### src/rtl/if_stage_pkg.sv
// Shared constants and helpers for the RV32I instruction-fetch stage.
package if_stage_pkg;

    localparam logic [31:0] INSTR_NOP         = 32'h0000_0013;
    localparam logic [31:0] PC_STEP           = 32'd4;
    localparam logic [31:0] DEFAULT_RESET_VEC = 32'h0000_0000;

    // Redirect targets are forced onto a word boundary.
    function automatic logic [31:0] align_pc(input logic [31:0] addr);
        return {addr[31:2], 2'b00};
    endfunction

    function automatic logic is_misaligned(input logic [31:0] addr);
        return addr[1:0] != 2'b00;
    endfunction

endpackage

### src/rtl/if_stage_if_id_reg.sv
// IF/ID pipeline register: valid/instr/pc with flush > load > hold priority.
module if_id_reg
    import if_stage_pkg::*;
#(
    parameter int XLEN = 32
) (
    input  logic            clk,
    input  logic            rst,
    input  logic            load,
    input  logic            flush,
    input  logic [XLEN-1:0] instr_in,
    input  logic [XLEN-1:0] pc_in,
    output logic            valid,
    output logic [XLEN-1:0] instr,
    output logic [XLEN-1:0] pc
);

    // Flush only drops valid; instr/pc keep their last transferred content.
    always_ff @(posedge clk or posedge rst) begin
        if (rst) begin
            valid <= 1'b0;
            instr <= INSTR_NOP;
            pc    <= '0;
        end else if (flush) begin
            valid <= 1'b0;
        end else if (load) begin
            valid <= 1'b1;
            instr <= instr_in;
            pc    <= pc_in;
        end
    end

endmodule

### src/rtl/if_stage.sv
// Instruction-fetch stage: owns pc, drives imem, fills IF/ID over valid/ready.
// Optional IF_MISALIGN_TRAP_EN adds a registered fetch_misalign pulse output.
module if_stage
    import if_stage_pkg::*;
#(
    parameter logic [31:0] RESET_VEC = DEFAULT_RESET_VEC,
    parameter int          XLEN      = 32
) (
    input  logic            clk,
    input  logic            rst,
    input  logic            fetch_en,
    output logic [XLEN-1:0] imem_addr,
    input  logic [XLEN-1:0] imem_instr,
    input  logic            redirect_valid,
    input  logic [XLEN-1:0] redirect_pc,
    output logic            id_valid,
    input  logic            id_ready,
    output logic [XLEN-1:0] id_instr,
    output logic [XLEN-1:0] id_pc,
`ifdef IF_MISALIGN_TRAP_EN
    output logic            fetch_misalign,
`endif
    output logic [XLEN-1:0] pc_out
);

    logic [XLEN-1:0] pc;
    logic            adv;
    logic            drain;
    logic            flush;

    // Capture when IF/ID is empty or is being consumed this cycle.
    assign adv   = fetch_en && (!id_valid || id_ready);
    // Decode takes the last word while fetch is disabled: IF/ID empties.
    assign drain = id_valid && id_ready && !fetch_en;
    assign flush = redirect_valid || drain;

    assign imem_addr = pc;
    assign pc_out    = pc;

    always_ff @(posedge clk or posedge rst) begin
        if (rst) begin
            pc <= RESET_VEC;
        end else if (redirect_valid) begin
            pc <= align_pc(redirect_pc);
        end else if (adv) begin
            pc <= pc + PC_STEP;
        end
    end

    if_id_reg #(.XLEN(XLEN)) u_if_id (
        .clk      (clk),
        .rst      (rst),
        .load     (adv),
        .flush    (flush),
        .instr_in (imem_instr),
        .pc_in    (pc),
        .valid    (id_valid),
        .instr    (id_instr),
        .pc       (id_pc)
    );

`ifdef IF_MISALIGN_TRAP_EN
    always_ff @(posedge clk or posedge rst) begin
        if (rst) begin
            fetch_misalign <= 1'b0;
        end else begin
            fetch_misalign <= redirect_valid && is_misaligned(redirect_pc);
        end
    end
`endif

endmodule
### config.mk
export PLATFORM = sky130hd
export DESIGN_NAME = if_stage
export DESIGN_NICKNAME = d
export VERILOG_FILES = /design/src/rtl/if_stage_pkg.sv /design/src/rtl/if_stage_if_id_reg.sv /design/src/rtl/if_stage.sv
export SDC_FILE = /design/constraint.sdc
export NUM_CORES = 1
export LEC_CHECK = 0
export ABC_AREA = 1
export CAP_MARGIN = 20
export CORE_ASPECT_RATIO = 1.4
export CORE_MARGIN = 8
export CORE_UTILIZATION = 39
export DETAILED_ROUTE_END_ITERATION = 12
export HOLD_SLACK_MARGIN = 0.05
export PLACE_DENSITY = 0.78
export SYNTH_ARGS = -nofsm -noshare
export SYNTH_HDL_FRONTEND = slang
export SYNTH_SLANG_ARGS = --single-unit
### constraint.sdc
create_clock -name clk -period 3.5 [get_ports clk]
set_input_delay 1.05 -clock clk [delete_from_list [all_inputs] [get_ports clk]]
set_output_delay 1.05 -clock clk [all_outputs]
set_load 0.01 [all_outputs]
==> results.cfg, run 1 <==
[clock_tree]
cts.sinks = 93
post-cts-setup-buffer-count = 0
cts.clk_slew.worst_paths_ns = 0.06
clock-root-buffer = clkbuf_16
clockBufferDepth = 2
clk_latency_ns = 0.35
cts_buffers = 9
h-tree-depth = 3
hold_buffers = 0
cts_resized = 0
tritoncts = done

[synth]
synthFlopType = dfrtp_1
synth-edff-count = 0
ys_seq_area_share_pct = 48.5
avgSynthCellArea_sq_um = 7.70
netlist_instances = 624
synth_warnings = 0
yosys_register_bits = 93
post_synth_num_cell_types = 32
syn_area_sq_mm = 0.00480
synth-async-reset-ratio_pct = 100

[floorplan]
die_h_um = 147
io_pins = 198
start_util_pct = 39.4
dieWidth_um = 110
rows = 48
coreArea_sq_mm = 0.0122
die_area_sq_mm = 0.0162

[min_path]
hold_path_end = u_if_id.instr[0]
hold_start = u_if_id.instr[0]
hold_path_depth = 2
min_path_type = reg -> reg

[cells_and_area]
num-fill-cells = 1114
layout-drive-gt1-share_pct = 6.01
final_cell_mix = nand2_1, clkdlybuf4s50_1, dfrtp_1
layout_commonest_cell = nand2_1
areaGrowthSynthToFinish_pct = 44.6
final_nets = 847

[worst_setup_path]
worstPathRequired_ns = 3.74
critical_path.endpoint_type = flop
critPathMaxFanout = 19
slowest_delay_ns = 0.80
path_class = in -> reg
reg2reg_depth = 8
r2r_slack_ns = 1.74
arrival_ns = 2.92
path_cells = clkdlybuf4s50_1 -> inv_1 -> nand2_2 -> inv_2 -> a21oi_1 -> nand2_1 -> nand2_1 -> inv_1
timing.rr.end = imem_addr[28]
critPathLaunchType = primary input
cpMaxStageDelayCell = clkdlybuf4s50_1
reg2reg_from = imem_addr[3]

[sta]
clock.fmax_mhz = 373
final_max_slew_viol_count = 0
tns_ns = 0
finalSetupViolCount = 0
hold_viol_final = 0
fin_ws_ns = 0.817
fin_skew_ns = 0.0119
fin_crit_sh_pct = 76.7
period_needed_ns = 2.68
grt_setup_unrepaired = no
worst_pin_slew_ns = 0.650
maxSlewHeadroom_pct = 56.7

[global_route]
grt-ovfl-total = 0
grt_max_degree = 68
grt_pass1_wl_um = 24000
grt_pass1_vias = 4734
antenna_found_initial = 1
grt_use_total_pct = 18.7

[power_and_ir_drop]
p_per_area_mw_per_mm2 = 494
leakagePower_nw = 3.22
vdd_ir_drop_max_mv = 0.278

[place]
post-place-ws_ns = 0.448
numPortBuffers = 189
place_congestion = 0.821
dp.final_hpwl_um = 11200

[detailed_routing]
wl_per_cell_um = 16.2
dr.pass1.iters = 5
ant_nets = 0
viasPerCell = 4.91
vias = 4582
wl_um = 15100
drtIter0Drc = 319
drc_errors = 0

[job]
maxCapViolCount = 0

[outcome]
status = complete, no violations
registers in the layout, summed over array words and instances, names as in the netlist:
name	flops
u_if_id.instr	32
u_if_id.pc	30
u_if_id.valid	1
imem_addr	30
through the flow:
stage	util (%)	instance area (sq um)	power, mW	hold slack (ns)	cells
6_report	57.0	6940	3.43	0.465	933
5_1_grt	57.0	6940	3.60	0.481	933
4_1_cts	56.9	6940	3.46	0.468	932
3_5_place_dp	54.2	6610	2.35	0.457	916
3_3_place_gp	54.2	6610	2.33	0.451	916
2_1_floorplan	-	4820	1.81	0.468	629
cells in the mapped netlist (all sizes together) (3+ instances only):
library cell    n  area, sq um
nor2           50          259
dfstp           3         78.8
inv            50          188
nand3          34          175
a21oi          10         50.1
nand4           9         56.3
nand3b          5         37.5
buf            56          368
a31oi           4         25.0
o21ai          40          200
o211ai          4         30.0
dfrtp          90         2250
clkbuf          3         11.3
nand2         254          981
routing by layer:
layer | GRT usage [%] | routed length [um] | vias up
met3 | 3.86 | 1010 | 33
met4 | 8.20 | 467 | 0
met1 | 21.8 | 6140 | 2145
met2 | 31.6 | 7460 | 171
met5 | 0 | 0 | -
li1 | - | - | 2233
cell type report:
cell class / instances / area, sq um / area share [%]
clock inverters: 4 / 97.6 / 1.41
diodes: 1 / 2.50 / 0.0360
repair buffers: 196 / 1970 / 28.4
well taps: 150 / 188 / 2.70
clock buffers: 12 / 236 / 3.41
flip-flops and latches: 93 / 2330 / 33.6
inverters: 50 / 190 / 2.74
multi-input cells: 427 / 1930 / 27.8
worst max-delay path, delay by kind of cell:
| family | cells | cell delay, ns |
|---|---|---|
| compound gates | 1 | 0.16 |
| simple gates | 3 | 0.49 |
| buf+inv | 4 | 1.21 |
power by group:
group	internal (mW)	total [mW]	switching, mW	leakage (nW)
Clock	0.700	1.11	0.413	0.157
Combinational	0.504	0.934	0.429	1.93
Sequential	1.24	1.38	0.147	1.14
how the worst max path moves through the flow:
stage | to | cells after the start | startpoint | slack, ns
3_3_place_gp | imem_addr[10] | 8 | redirect_valid | 0.49
3_5_place_dp | imem_addr[10] | 8 | redirect_valid | 0.45
2_1_floorplan | imem_addr[10] | 1 | rst | 0.03
5_1_grt | imem_addr[8] | 8 | redirect_valid | 0.65
4_1_cts | imem_addr[10] | 8 | redirect_valid | 0.82
6_report | imem_addr[8] | 8 | redirect_valid | 0.82
logic make-up (layout without fill, tap and decap cells):
kind of cell / Yosys count / after routing / share of synthesized area (%)
flops: 93 / 93 / 48.5
simple gates: 354 / 354 / 31.6
compound gates: 65 / 65 / 7.53
xor+xnor: 1 / 1 / 0.182
other cells: 1 / 7 / 0.0781
buf+inv: 109 / 262 / 11.8
fa+ha+maj: 1 / 1 / 0.260
Note: power is estimated with default switching activity, not from simulation.
==> run 2: changes to the inputs <==
==> constraint.sdc (replaced) <==
create_clock -name clk -period 2.15 [get_ports clk]
set_input_delay 0.645 -clock clk [delete_from_list [all_inputs] [get_ports clk]]
set_output_delay 0.645 -clock clk [all_outputs]
set_load 0.01 [all_outputs]
==> run 2 against run 1 <==
Effect of this change:
- utilization is 0.86 points higher
- clock-buffer cell count shrank 2
- hold slack got worse by 0.0034 ns
- clock power rose by 59%
- critical endpoint is now imem_addr[20]
- die area stayed put
- critical path type is now reg -> out
- critical path depth fell by 7
- final cell count grew 0.64%
- register-to-register slack worse by 1.4 ns
- global-route usage grew 0.21 points
==> results.cfg, run 2 (same netlist as run 1, synthesis figures left out) <==
[outcome]
status = complete, no violations

[detailed_routing]
wl_um = 14900
vias = 4526
viasPerCell = 4.82
ant_nets = 0
drtIter0Drc = 315
wl_per_cell_um = 15.9
drc_errors = 0
dr.pass1.iters = 5

[worst_setup_path]
timing.rr.end = imem_addr[28]
reg2reg_from = imem_addr[3]
cpMaxStageDelayCell = clkdlybuf4s50_1
cp_num_cells = 1
reg2reg_depth = 8
critPathLaunchType = flop
arrival_ns = 1.44
crit_family = buffers and inverters
critical_path.endpoint_type = output port
path_class = reg -> out
crit_buf_inv = 1
crit_path_start = imem_addr[20]
critPathMaxFanout = 6
crit_end = imem_addr[20]
r2r_slack_ns = 0.37
slowest_delay_ns = 0.60
path_cells = clkdlybuf4s50_1
worstPathRequired_ns = 1.50

[place]
dp.final_hpwl_um = 11200
place_congestion = 0.887
numPortBuffers = 189
post-place-cells = 924

[clock_tree]
clock-root-buffer = clkbuf_16
cts.sinks = 93
h-tree-depth = 3
cts_buffers = 9
clk_latency_ns = 0.34
post-cts-setup-buffer-count = 0
cts.clk_slew.worst_paths_ns = 0.06
clockBufferDepth = 2
tritoncts = done

[power_and_ir_drop]
power_mw = 5.56
p_per_area_mw_per_mm2 = 789
vdd_ir_drop_max_mv = 0.350
leakagePower_nw = 3.28

[cells_and_area]
layoutNonFillerInstCount = 939
layout-drive-gt1-share_pct = 7.22
largest_reg_flops = 32
final_cell_mix = nand2_1, clkdlybuf4s50_1, dfrtp_1
regMostFlops = u_if_id.instr
final_nets = 855
layout_commonest_cell = nand2_1
areaGrowthSynthToFinish_pct = 46.8
num_antenna_cells = 0

[global_route]
grt_pass1_wl_um = 24000
grt_pass1_vias = 4680
grt-ovfl-total = 0
grt_use_total_pct = 18.9
antenna_found_initial = 0
grt_max_degree = 62

[sta]
tns_ns = 0
final_max_slew_viol_count = 0
grt_setup_unrepaired = no
hold_viol_final = 0
fin_skew_ns = 0.00682
fin_crit_sh_pct = 97.2
period_needed_ns = 2.09
finalSetupViolCount = 0
clock.fmax_mhz = 479

[floorplan]
coreArea_sq_mm = 0.0122
start_util_pct = 39.4
io_pins = 198
die_h_um = 147
rows = 48
dieWidth_um = 110
die_area_sq_mm = 0.0162

[job]
maxCapViolCount = 0

[min_path]
min_path_type = reg -> reg
==> run 2: cell types whose count changed in the layout (fill, tap and decap cells not counted), sizes merged <==
cell    delta
buf        +8
clkbuf     -2
clkinv     +2
diode      -1
inv        -1
==> run 2: metrics by stage <==
stage / instance area [sq um] / setup WS (ns) / hold slack (ns) / utilization (%)
detailed placement: 6720 / -0.00413 / 0.455 / 55.1
global route: 7050 / 0.00445 / 0.492 / 57.8
global placement: 6720 / 0.0247 / 0.449 / 55.1
CTS: 7050 / 0.0319 / 0.466 / 57.8
finish: 7050 / 0.0605 / 0.462 / 57.8
floorplan: 4830 / 0.416 / 0.468 / -
==> run 2: area by class of cell <==
| class | instances | area (sq um) |
|---|---|---|
| Tap cell | 150 | 188 |
| Timing Repair Buffer | 204 | 2080 |
| Sequential cell | 93 | 2330 |
| Fill cell | 1157 | 5140 |
| Inverter | 50 | 191 |
| Clock buffer | 10 | 229 |
| Clock inverter | 5 | 100 |
| Multi-Input combinational cell | 427 | 1930 |
==> run 2: per-layer routing <==
| metal | vias to the layer above | part of all wire (%) | global-route usage, % |
|---|---|---|---|
| met5 | - | 0 | 0 |
| met4 | 0 | 1.6 | 6.44 |
| met1 | 2114 | 41 | 22.4 |
| met2 | 151 | 50 | 31.7 |
| met3 | 15 | 7.6 | 4.87 |
| li1 | 2246 | - | - |
==> run 2: worst reg2reg max path, delay by kind of cell, from the launching register on <==
| family | cells | cell delay (ns) |
|---|---|---|
| DFF | 1 | 0.49 |
| adders and majority gates | 1 | 0.25 |
| and+or+nand+nor | 7 | 0.93 |
==> run 2: power breakdown <==
part / switching [mW] / internal (mW)
Clock: 0.646 / 1.13
Combinational: 0.705 / 0.845
Sequential: 0.229 / 2.01
==> run 2: what timing repair did <==
item,4_1_cts,5_1_grt
setup endpoints to repair,1,0
hold buffers,0,0
resized for setup,1,0
==> run 2: how the worst min path moves through the flow <==
| stage | from | endpoint | cells past startpoint | slack (ns) |
|---|---|---|---|---|
| floorplan | u_if_id.instr[0] | u_if_id.instr[0] | 2 | 0.47 |
| finish | u_if_id.instr[1] | u_if_id.instr[1] | 2 | 0.46 |
| CTS | u_if_id.instr[4] | u_if_id.instr[4] | 2 | 0.47 |
| global route | u_if_id.instr[4] | u_if_id.instr[4] | 2 | 0.49 |
| detailed placement | u_if_id.instr[4] | u_if_id.instr[4] | 2 | 0.45 |
| global placement | u_if_id.instr[1] | u_if_id.instr[1] | 2 | 0.45 |
